--- config.mk ---
export PLATFORM = sky130hd
export DESIGN_NAME = uart_tx
export DESIGN_NICKNAME = d
export VERILOG_FILES = /design/src/rtl/uart_pkg.sv /design/src/rtl/uart_tx.sv
export SDC_FILE = /design/constraint.sdc
export NUM_CORES = 1
export LEC_CHECK = 0
export CORE_MARGIN = 2
export CORE_UTILIZATION = 40
export DETAILED_ROUTE_END_ITERATION = 7
export PLACE_DENSITY = 0.64
export SETUP_SLACK_MARGIN = 0.5
export SLEW_MARGIN = 20
export SYNTH_ARGS = -nofsm -noshare
export SYNTH_HDL_FRONTEND = slang
export SYNTH_SLANG_ARGS = --single-unit
export TNS_END_PERCENT = 20
--- constraint.sdc ---
create_clock -name clk -period 3.66 [get_ports clk]
set_input_delay 0.366 -clock clk [delete_from_list [all_inputs] [get_ports clk]]
set_output_delay 0.366 -clock clk [all_outputs]
set_load 0.02 [all_outputs]
--- src/rtl/uart_pkg.sv ---
// rtl/uart_pkg.sv - shared UART types/constants; TX_PARITY state exists only with UART_TX_PARITY_EN
package uart_pkg;

    localparam int   UART_MIN_BITS = 5;
    localparam int   UART_MAX_BITS = 9;
    localparam logic UART_IDLE     = 1'b1;

    typedef enum logic [2:0] {
        TX_IDLE   = 3'd0,
        TX_LOAD   = 3'd1,
        TX_START  = 3'd2,
        TX_DATA   = 3'd3,
`ifdef UART_TX_PARITY_EN
        TX_PARITY = 3'd4,
`endif
        TX_STOP   = 3'd5
    } uart_tx_state_t;

endpackage

--- src/rtl/uart_tx.sv ---
// rtl/uart_tx.sv - UART transmitter, start + DATA_BITS (LSB first) + optional parity + stop
// Optional parity bit and parity_odd port enabled by UART_TX_PARITY_EN.
module uart_tx
    import uart_pkg::*;
#(
    parameter int DATA_BITS = 8
) (
    input  logic                 clk,
    input  logic                 rst_n,
    input  logic                 en,
    input  logic                 baud_tick,
    input  logic [DATA_BITS-1:0] tx_data,
    input  logic                 tx_valid,
`ifdef UART_TX_PARITY_EN
    input  logic                 parity_odd,
`endif
    output logic                 tx_ready,
    output logic                 tx_busy,
    output logic                 tx
);

    localparam int                CNT_W    = $clog2(DATA_BITS);
    localparam logic [CNT_W-1:0] LAST_BIT = CNT_W'(DATA_BITS - 1);
    localparam logic [CNT_W-1:0] CNT_ONE  = CNT_W'(1);

    uart_tx_state_t       r_state, w_state_d;
    logic [DATA_BITS-1:0] r_shift, w_shift_d;
    logic [CNT_W-1:0]     r_cnt, w_cnt_d;
    logic                 r_tx, w_tx_d;
    logic                 r_ready, w_ready_d;
    logic                 w_accept;
`ifdef UART_TX_PARITY_EN
    logic                 r_parity, w_parity_d;
`endif

    assign w_accept = tx_valid && r_ready;

    always_comb begin
        w_state_d = r_state;
        w_shift_d = r_shift;
        w_cnt_d   = r_cnt;
        w_tx_d    = r_tx;
        w_ready_d = 1'b0;
`ifdef UART_TX_PARITY_EN
        w_parity_d = r_parity;
`endif
        if (!en) begin
            // disable aborts any frame and drops the latched byte
            w_state_d = TX_IDLE;
            w_shift_d = '0;
            w_cnt_d   = '0;
            w_tx_d    = UART_IDLE;
        end else begin
            case (r_state)
                TX_IDLE: begin
                    w_tx_d = UART_IDLE;
                    if (w_accept) begin
                        w_state_d = TX_LOAD;
                        w_shift_d = tx_data;
                        w_cnt_d   = '0;
`ifdef UART_TX_PARITY_EN
                        w_parity_d = (^tx_data) ^ parity_odd;
`endif
                    end else begin
                        w_ready_d = 1'b1;
                    end
                end
                TX_LOAD: begin
                    if (baud_tick) begin
                        w_tx_d    = 1'b0;
                        w_state_d = TX_START;
                    end
                end
                TX_START: begin
                    if (baud_tick) begin
                        w_tx_d    = r_shift[0];
                        w_shift_d = r_shift >> 1;
                        w_state_d = TX_DATA;
                    end
                end
                TX_DATA: begin
                    if (baud_tick) begin
                        if (r_cnt == LAST_BIT) begin
`ifdef UART_TX_PARITY_EN
                            w_tx_d    = r_parity;
                            w_state_d = TX_PARITY;
`else
                            w_tx_d    = UART_IDLE;
                            w_state_d = TX_STOP;
`endif
                        end else begin
                            w_cnt_d   = r_cnt + CNT_ONE;
                            w_tx_d    = r_shift[0];
                            w_shift_d = r_shift >> 1;
                        end
                    end
                end
`ifdef UART_TX_PARITY_EN
                TX_PARITY: begin
                    if (baud_tick) begin
                        w_tx_d    = UART_IDLE;
                        w_state_d = TX_STOP;
                    end
                end
`endif
                TX_STOP: begin
                    if (baud_tick) begin
                        w_state_d = TX_IDLE;
                    end
                end
                default: begin
                    w_state_d = TX_IDLE;
                    w_tx_d    = UART_IDLE;
                end
            endcase
        end
    end

    always_ff @(posedge clk or negedge rst_n) begin
        if (!rst_n) begin
            r_state <= TX_IDLE;
            r_shift <= '0;
            r_cnt   <= '0;
            r_tx    <= UART_IDLE;
            r_ready <= 1'b0;
`ifdef UART_TX_PARITY_EN
            r_parity <= 1'b0;
`endif
        end else begin
            r_state <= w_state_d;
            r_shift <= w_shift_d;
            r_cnt   <= w_cnt_d;
            r_tx    <= w_tx_d;
            r_ready <= w_ready_d;
`ifdef UART_TX_PARITY_EN
            r_parity <= w_parity_d;
`endif
        end
    end

    assign tx       = r_tx;
    assign tx_ready = r_ready;
    assign tx_busy  = (r_state != TX_IDLE);

endmodule
======== After elaboration in Yosys (flattened, before gate mapping) ========
Cells that the tools add are included.
storage, ports and cells
  register bits after elaboration ......... 16
  input bits .............................. 13
  output and inout bits ................... 3
  logic and storage cells ................. 56
cells by class
  add/sub/neg operators ................... 1
  eq/ne operators ......................... 15
  muxes and demuxes ....................... 28
  reductions and logical operators ........ 7
operators with widths
  kind                                                                      count
  8-bit two-way mux                                                         5
  3-bit two-way mux                                                         11
  8-bit one-hot mux with 3 select lines                                     1
  3-bit inequality test (second input constant)                             7
  3-bit one-hot mux with 5 select lines                                     1
  1-bit two-way mux                                                         8
  4-bit AND reduction                                                       2
  3-bit by 2-bit equality test with 1-bit output (second input constant)    2
  3-bit equality test (second input constant)                               2
  3-bit one-hot mux with 2 select lines                                     1
  6-bit AND reduction                                                       1
  5-bit AND reduction                                                       1
  4-bit by 1-bit inequality test with 1-bit output (second input constant)  1
  1-bit one-hot mux with 4 select lines                                     1
  3-bit by 1-bit adder with 3-bit output (second input constant)            1
  3-bit by 1-bit equality test with 1-bit output (second input constant)    1
  3-bit zero test                                                           1
  3-bit by 1-bit inequality test with 1-bit output (second input constant)  1
  3-bit nonzero test                                                        1
  2-bit inequality test (second input constant)                             1
  1-bit logical AND                                                         1

======== Depth between registers and ports, before layout ========
  word-level depth ........................ 5
  depth in mapped cells ................... 6

======== Least setup slack after synthesis ========
No wires, ideal clock.
  kind .................................... reg-to-reg
  start ................................... reg r_cnt[0]
  end ..................................... reg r_shift[0]
  library setup time ...................... 0.125 ns
  arrival ................................. 1.656 ns
  data required time ...................... 3.535 ns
  slack ................................... 1.879 ns
  cell stages (with the launch flop) ...... 7
  period minus slack after synthesis ...... 1.781 ns
  cells stage by stage .................... dfrtp_1 ha_1 ha_1 nand2b_1 a32oi_4 nand2_4 mux2_4
between the ends
  word-level cells in the longest chain between the ends .. 3
ends and longest elaborated chain
  item                             line            source
  start, declared                  uart_tx.sv:28   logic [CNT_W-1:0] r_cnt, w_cnt_d;
  start signal, assigned           uart_tx.sv:132  r_cnt <= w_cnt_d;
  3-bit equality test              uart_tx.sv:83   if (r_cnt == LAST_BIT) begin
  3-bit inequality test (no line)  --
  5-bit AND reduction (no line)    --
  end signal, assigned             uart_tx.sv:131  r_shift <= w_shift_d;
  end, declared                    uart_tx.sv:27   logic [DATA_BITS-1:0] r_shift, w_shift_d;
Every way passes these cells.
A chain may end at the register's enable or synchronous reset.

======== Final worst setup path ========
  start ................................... reg r_state[1]
  end ..................................... out tx_busy
between the ends
  word-level cells in the longest chain between the ends .. 1
ends and longest elaborated chain
  item                    line            source
  start, declared         uart_tx.sv:26   uart_tx_state_t r_state, w_state_d;
  start signal, assigned  uart_tx.sv:130  r_state <= w_state_d;
  3-bit nonzero test      uart_tx.sv:143  assign tx_busy = (r_state != TX_IDLE);
  end, declared           uart_tx.sv:18   output logic tx_busy,
Every way passes these cells.

==> metrics list <==
- Along the worst path, the maximum fanout reaches 14.
- The clock network is responsible for 24.3% of the overall power.
* Share of total power in sequential cells: approximately 51%
- Number of buffer and inverter stages on the critical path: 1
- The critical path is of the reg -> out type.
* Clk buf depth: 2
- Number of search-and-repair iterations in the first detailed-routing pass: 4
- Worst-Skew Late Latency: 290 ps
* Initial Utilization: 41.9%
- Pwr Density: 343 nW/um2
* Number of cells after detailed placement: between 100 and 150
- The flow ran to the end, and the final reports show no timing, DRC or antenna violations.
* Critical path's largest stage delay: between 500 and 600 ps
* Critical-path cell list: or3_2, clkdlybuf4s50_1
* Number of antenna violations at the first check in global routing: 0
- Placement Rows: 18
- For this run, the leading register cell type out of synthesis is sky130_fd_sc_hd__dfrtp_1.
- TritonCTS built the clock tree.
* Clock transition at path regs: 100 ps
- Number of instances in the synthesized netlist: 97
- After detailed routing, the average wire length per cell comes to 14.4 um.
- The number of different library cells used by synthesis comes to 37.
- Met3 track demand over resource: about 5.2%
- Top cells by area, synth: sky130_fd_sc_hd__dfrtp_1, sky130_fd_sc_hd__mux2_4, sky130_fd_sc_hd__nand2_1
* Worst r2r dst: r_shift[7]$_DFFE_PN0P_
* Wire length of the first global-routing pass: about 3300 um
* Share of total power in combinational logic: 24.8%
- Counting cells, the worst reg-to-reg path comes to 6.
- Once the clock tree was built, the resizer swapped 0 gates to a different size.
- Global routing used 15.9% of the available tracks across all layers.
- Synthesis produced a netlist with a net count of 112.
- After the last flow step, the layout net total stands at about 130.
- Buffers added on ports: 15
- Top post-synthesis cells by count: sky130_fd_sc_hd__nand2_1, sky130_fd_sc_hd__dfrtp_1, sky130_fd_sc_hd__a21boi_0, sky130_fd_sc_hd__mux2_4, sky130_fd_sc_hd__nor2_1
* Floorplan die height: 54.7 um
- Final ANT Viol Nets: 0
* Area of the mapped netlist: 1030 um2
* P&R area growth vs syn: 16.3%
- Counting flops with a built-in enable in the synthesized netlist gives 0.
- The worst setup path is launched from a flip-flop.
* Cell type of the slowest stage on the worst timing path: sky130_fd_sc_hd__clkdlybuf4s50_1
- For this design the top-level I/O count stands at 16.
* Post-CTS setup buffer count: 0
* Sequential share of the synthesized area: 39.0%
- Largest net degree at the start of global routing: 17
- Area of the core region: 2450 um2
* Final Max Slew Viols: 0
* Flop2flop setup slack: around 1700 ps
* MaxCap Viol Count: 0
* Number of register bits inferred by synthesis: 16
- Global routing consumed, on the met2 layer, 25.2% of the routing resources.
- The die is 54.7 um wide.
- Non-Filler Instances: roughly 140
- The synthesized design devotes to its leading area cell type a little over a third of total area.
* Half-perimeter wire length after placement: 1390 um
- The detailed router finished its first iteration with 5 violations.
- Of all cell types, the one taking the most synthesized area is sky130_fd_sc_hd__dfrtp_1.
* Overall die area: approximately 3000 um2
* Final clock skew: 2.10 ps
- Clock tree synthesis found a total of 16 sinks.
- Internal power comes to 0.293 mW.
- Of the total power, the share spent switching nets is 28.6%.
* Total negative slack: 0 ps
- Unrepaired setup endpoints after global routing: false
- Cell family with the largest share of critical-path delay: buffers and inverters
* Global placer's final weighted congestion: 0.792
- Clock period minus final worst setup slack: 2230 ps
- After clock tree synthesis, the flow added hold-fix buffers numbering 0.
* Arrival time of data at the critical path endpoint: 1860 ps
- The layout has 234 filler cells.
- For this run, design rule violations remaining after detail routing come to 0.
- The root buffer cell chosen for the clock tree is sky130_fd_sc_hd__clkbuf_4.
- Count of inserted antenna diode cells: 0
- Dividing the detail-routed via count by the number of cells gives 5.34.
- Detailed-route wire length: 2010 um
- met2 is the most crowded layer.
- M1 GR Usage: 20.7%
- Required @ worst endpoint: 3290 ps
- Max_slew headroom: 51.1%
- IR analysis of the VDD net gives a maximum drop of 272 uV.
- Fraction of layout instances using a drive strength above 1: 22.0%
* R2R Path Start: r_cnt[0]$_DFFE_PN0P_
- Number of clock buffers inserted by TritonCTS: 3
- For the pin with the worst max-slew slack, the measured transition is 731 ps.
- Leakage: 0.530 nW
- Synth async-reset ratio: 100%
- Number of hold violations in the final report: 0
- In this run the number of H-tree levels came out at 1.
- Via Count: ~740
- Period utilization: 61.0%
- Final setup viols: 0
- Highest clock frequency the design can meet: 0.448 GHz
- Endpoint class of the critical path: primary output
* Worst min-delay path category: in -> async
- The Yosys step of the flow raised 0 warnings.
* Avg Inst Size Synth: roughly 11 um2
* Switching power summed over all nets: 0.117 mW
- Library cell with the highest instance count after synthesis: sky130_fd_sc_hd__nand2_1
* Gr ovfl total: 0
- Number of global-route vias before repair: 717
through the flow:
step	setup slack [ps]	utilization (%)	hold slack (ps)	cell area, um2	total power, mW
global route	1360	48.8	529	1200	0.434
detailed placement	1250	47.7	487	1170	0.314
floorplan	1880	-	70.4	1030	0.281
finish	1430	48.8	505	1200	0.410
global placement	1340	47.7	477	1170	0.312
CTS	1410	48.8	511	1200	0.417
logic make-up (layout without fill, tap and decap cells):
| group | count (synthesis) | count (layout) | share of synthesized area [%] |
|---|---|---|---|
| AND/OR/NAND/NOR | 40 | 40 | 21.6 |
| AO/OA/AOI/OAI | 21 | 21 | 18.6 |
| flip-flops | 16 | 16 | 39.0 |
| multiplexers | 9 | 9 | 12.6 |
| buffers and inverters | 8 | 20 | 4.86 |
| adder cells (fa/ha/maj) | 2 | 2 | 2.43 |
| XOR/XNOR | 1 | 1 | 0.851 |
worst max-delay path by stage:
stage                           startpoint                      to  slack, ps  depth (start not counted)
floorplan             r_cnt[0]$_DFFE_PN0P_  r_shift[0]$_DFFE_PN0P_       1880                          6
global placement                        en  r_shift[6]$_DFFE_PN0P_       1340                          5
detailed placement                      en  r_shift[7]$_DFFE_PN0P_       1250                          5
CTS                 r_state[2]$_DFFE_PN0P_                 tx_busy       1410                          2
global route        r_state[1]$_DFFE_PN0P_                 tx_busy       1360                          2
finish              r_state[1]$_DFFE_PN0P_                 tx_busy       1430                          2
power groups by stage:
stage / logic (mW) / clock network (mW) / registers, mW
3_5_place_dp: 0.102 / 0 / 0.212
2_1_floorplan: 0.0740 / 0 / 0.207
5_1_grt: 0.110 / 0.112 / 0.212
3_3_place_gp: 0.101 / 0 / 0.212
6_report: 0.102 / 0.0996 / 0.209
4_1_cts: 0.103 / 0.105 / 0.209
cell type report:
class                   count  area (um2)  area share [%]
multi-input cells          73         578            48.3
inverters                   1        3.75           0.313
repair buffers             15         150            12.5
flip-flops and latches     16         402            33.5
clock buffers               4        26.3            2.19
well taps                  30        37.5            3.13
registers in the layout (all words and copies together), names as in the netlist:
signal    cells
r_state       3
r_cnt         3
tx            1
r_shift       8
tx_ready      1
per-layer routing:
| layer | vias up | routed length, um |
|---|---|---|
| met5 | - | 0 |
| met1 | 357 | 946 |
| li1 | 362 | - |
| met4 | 0 | 21 |
| met3 | 4 | 133 |
| met2 | 19 | 905 |
placed cells by master, fill, tap and decap left out:
cell type / count
sky130_fd_sc_hd__mux2_4: 8
sky130_fd_sc_hd__clkbuf_1: 1
sky130_fd_sc_hd__nor3b_4: 1
sky130_fd_sc_hd__nand3_1: 1
sky130_fd_sc_hd__xor2_1: 1
sky130_fd_sc_hd__o211ai_1: 1
sky130_fd_sc_hd__a21boi_0: 8
sky130_fd_sc_hd__nand4_1: 3
sky130_fd_sc_hd__or3_2: 1
sky130_fd_sc_hd__a32oi_4: 1
sky130_fd_sc_hd__nor2b_1: 1
sky130_fd_sc_hd__nor2_1: 5
sky130_fd_sc_hd__a21oi_1: 2
sky130_fd_sc_hd__clkdlybuf4s50_1: 15
sky130_fd_sc_hd__and2b_1: 1
sky130_fd_sc_hd__a32oi_1: 1
sky130_fd_sc_hd__mux2i_1: 1
sky130_fd_sc_hd__or2b_2: 1
sky130_fd_sc_hd__and2b_2: 1
sky130_fd_sc_hd__and3_1: 2
sky130_fd_sc_hd__inv_1: 1
sky130_fd_sc_hd__a22o_2: 1
sky130_fd_sc_hd__nand2_4: 1
sky130_fd_sc_hd__o21ai_0: 2
sky130_fd_sc_hd__and4b_4: 1
sky130_fd_sc_hd__a21o_2: 1
sky130_fd_sc_hd__a21bo_2: 2
sky130_fd_sc_hd__a21o_1: 1
sky130_fd_sc_hd__o31ai_4: 1
sky130_fd_sc_hd__ha_1: 2
sky130_fd_sc_hd__nand2_1: 19
sky130_fd_sc_hd__clkbuf_4: 3
sky130_fd_sc_hd__nand3b_1: 1
sky130_fd_sc_hd__dfstp_2: 1
sky130_fd_sc_hd__dfrtp_1: 15
sky130_fd_sc_hd__nand2b_1: 1
No activity file was read; power rests on OpenSTA's default activity.
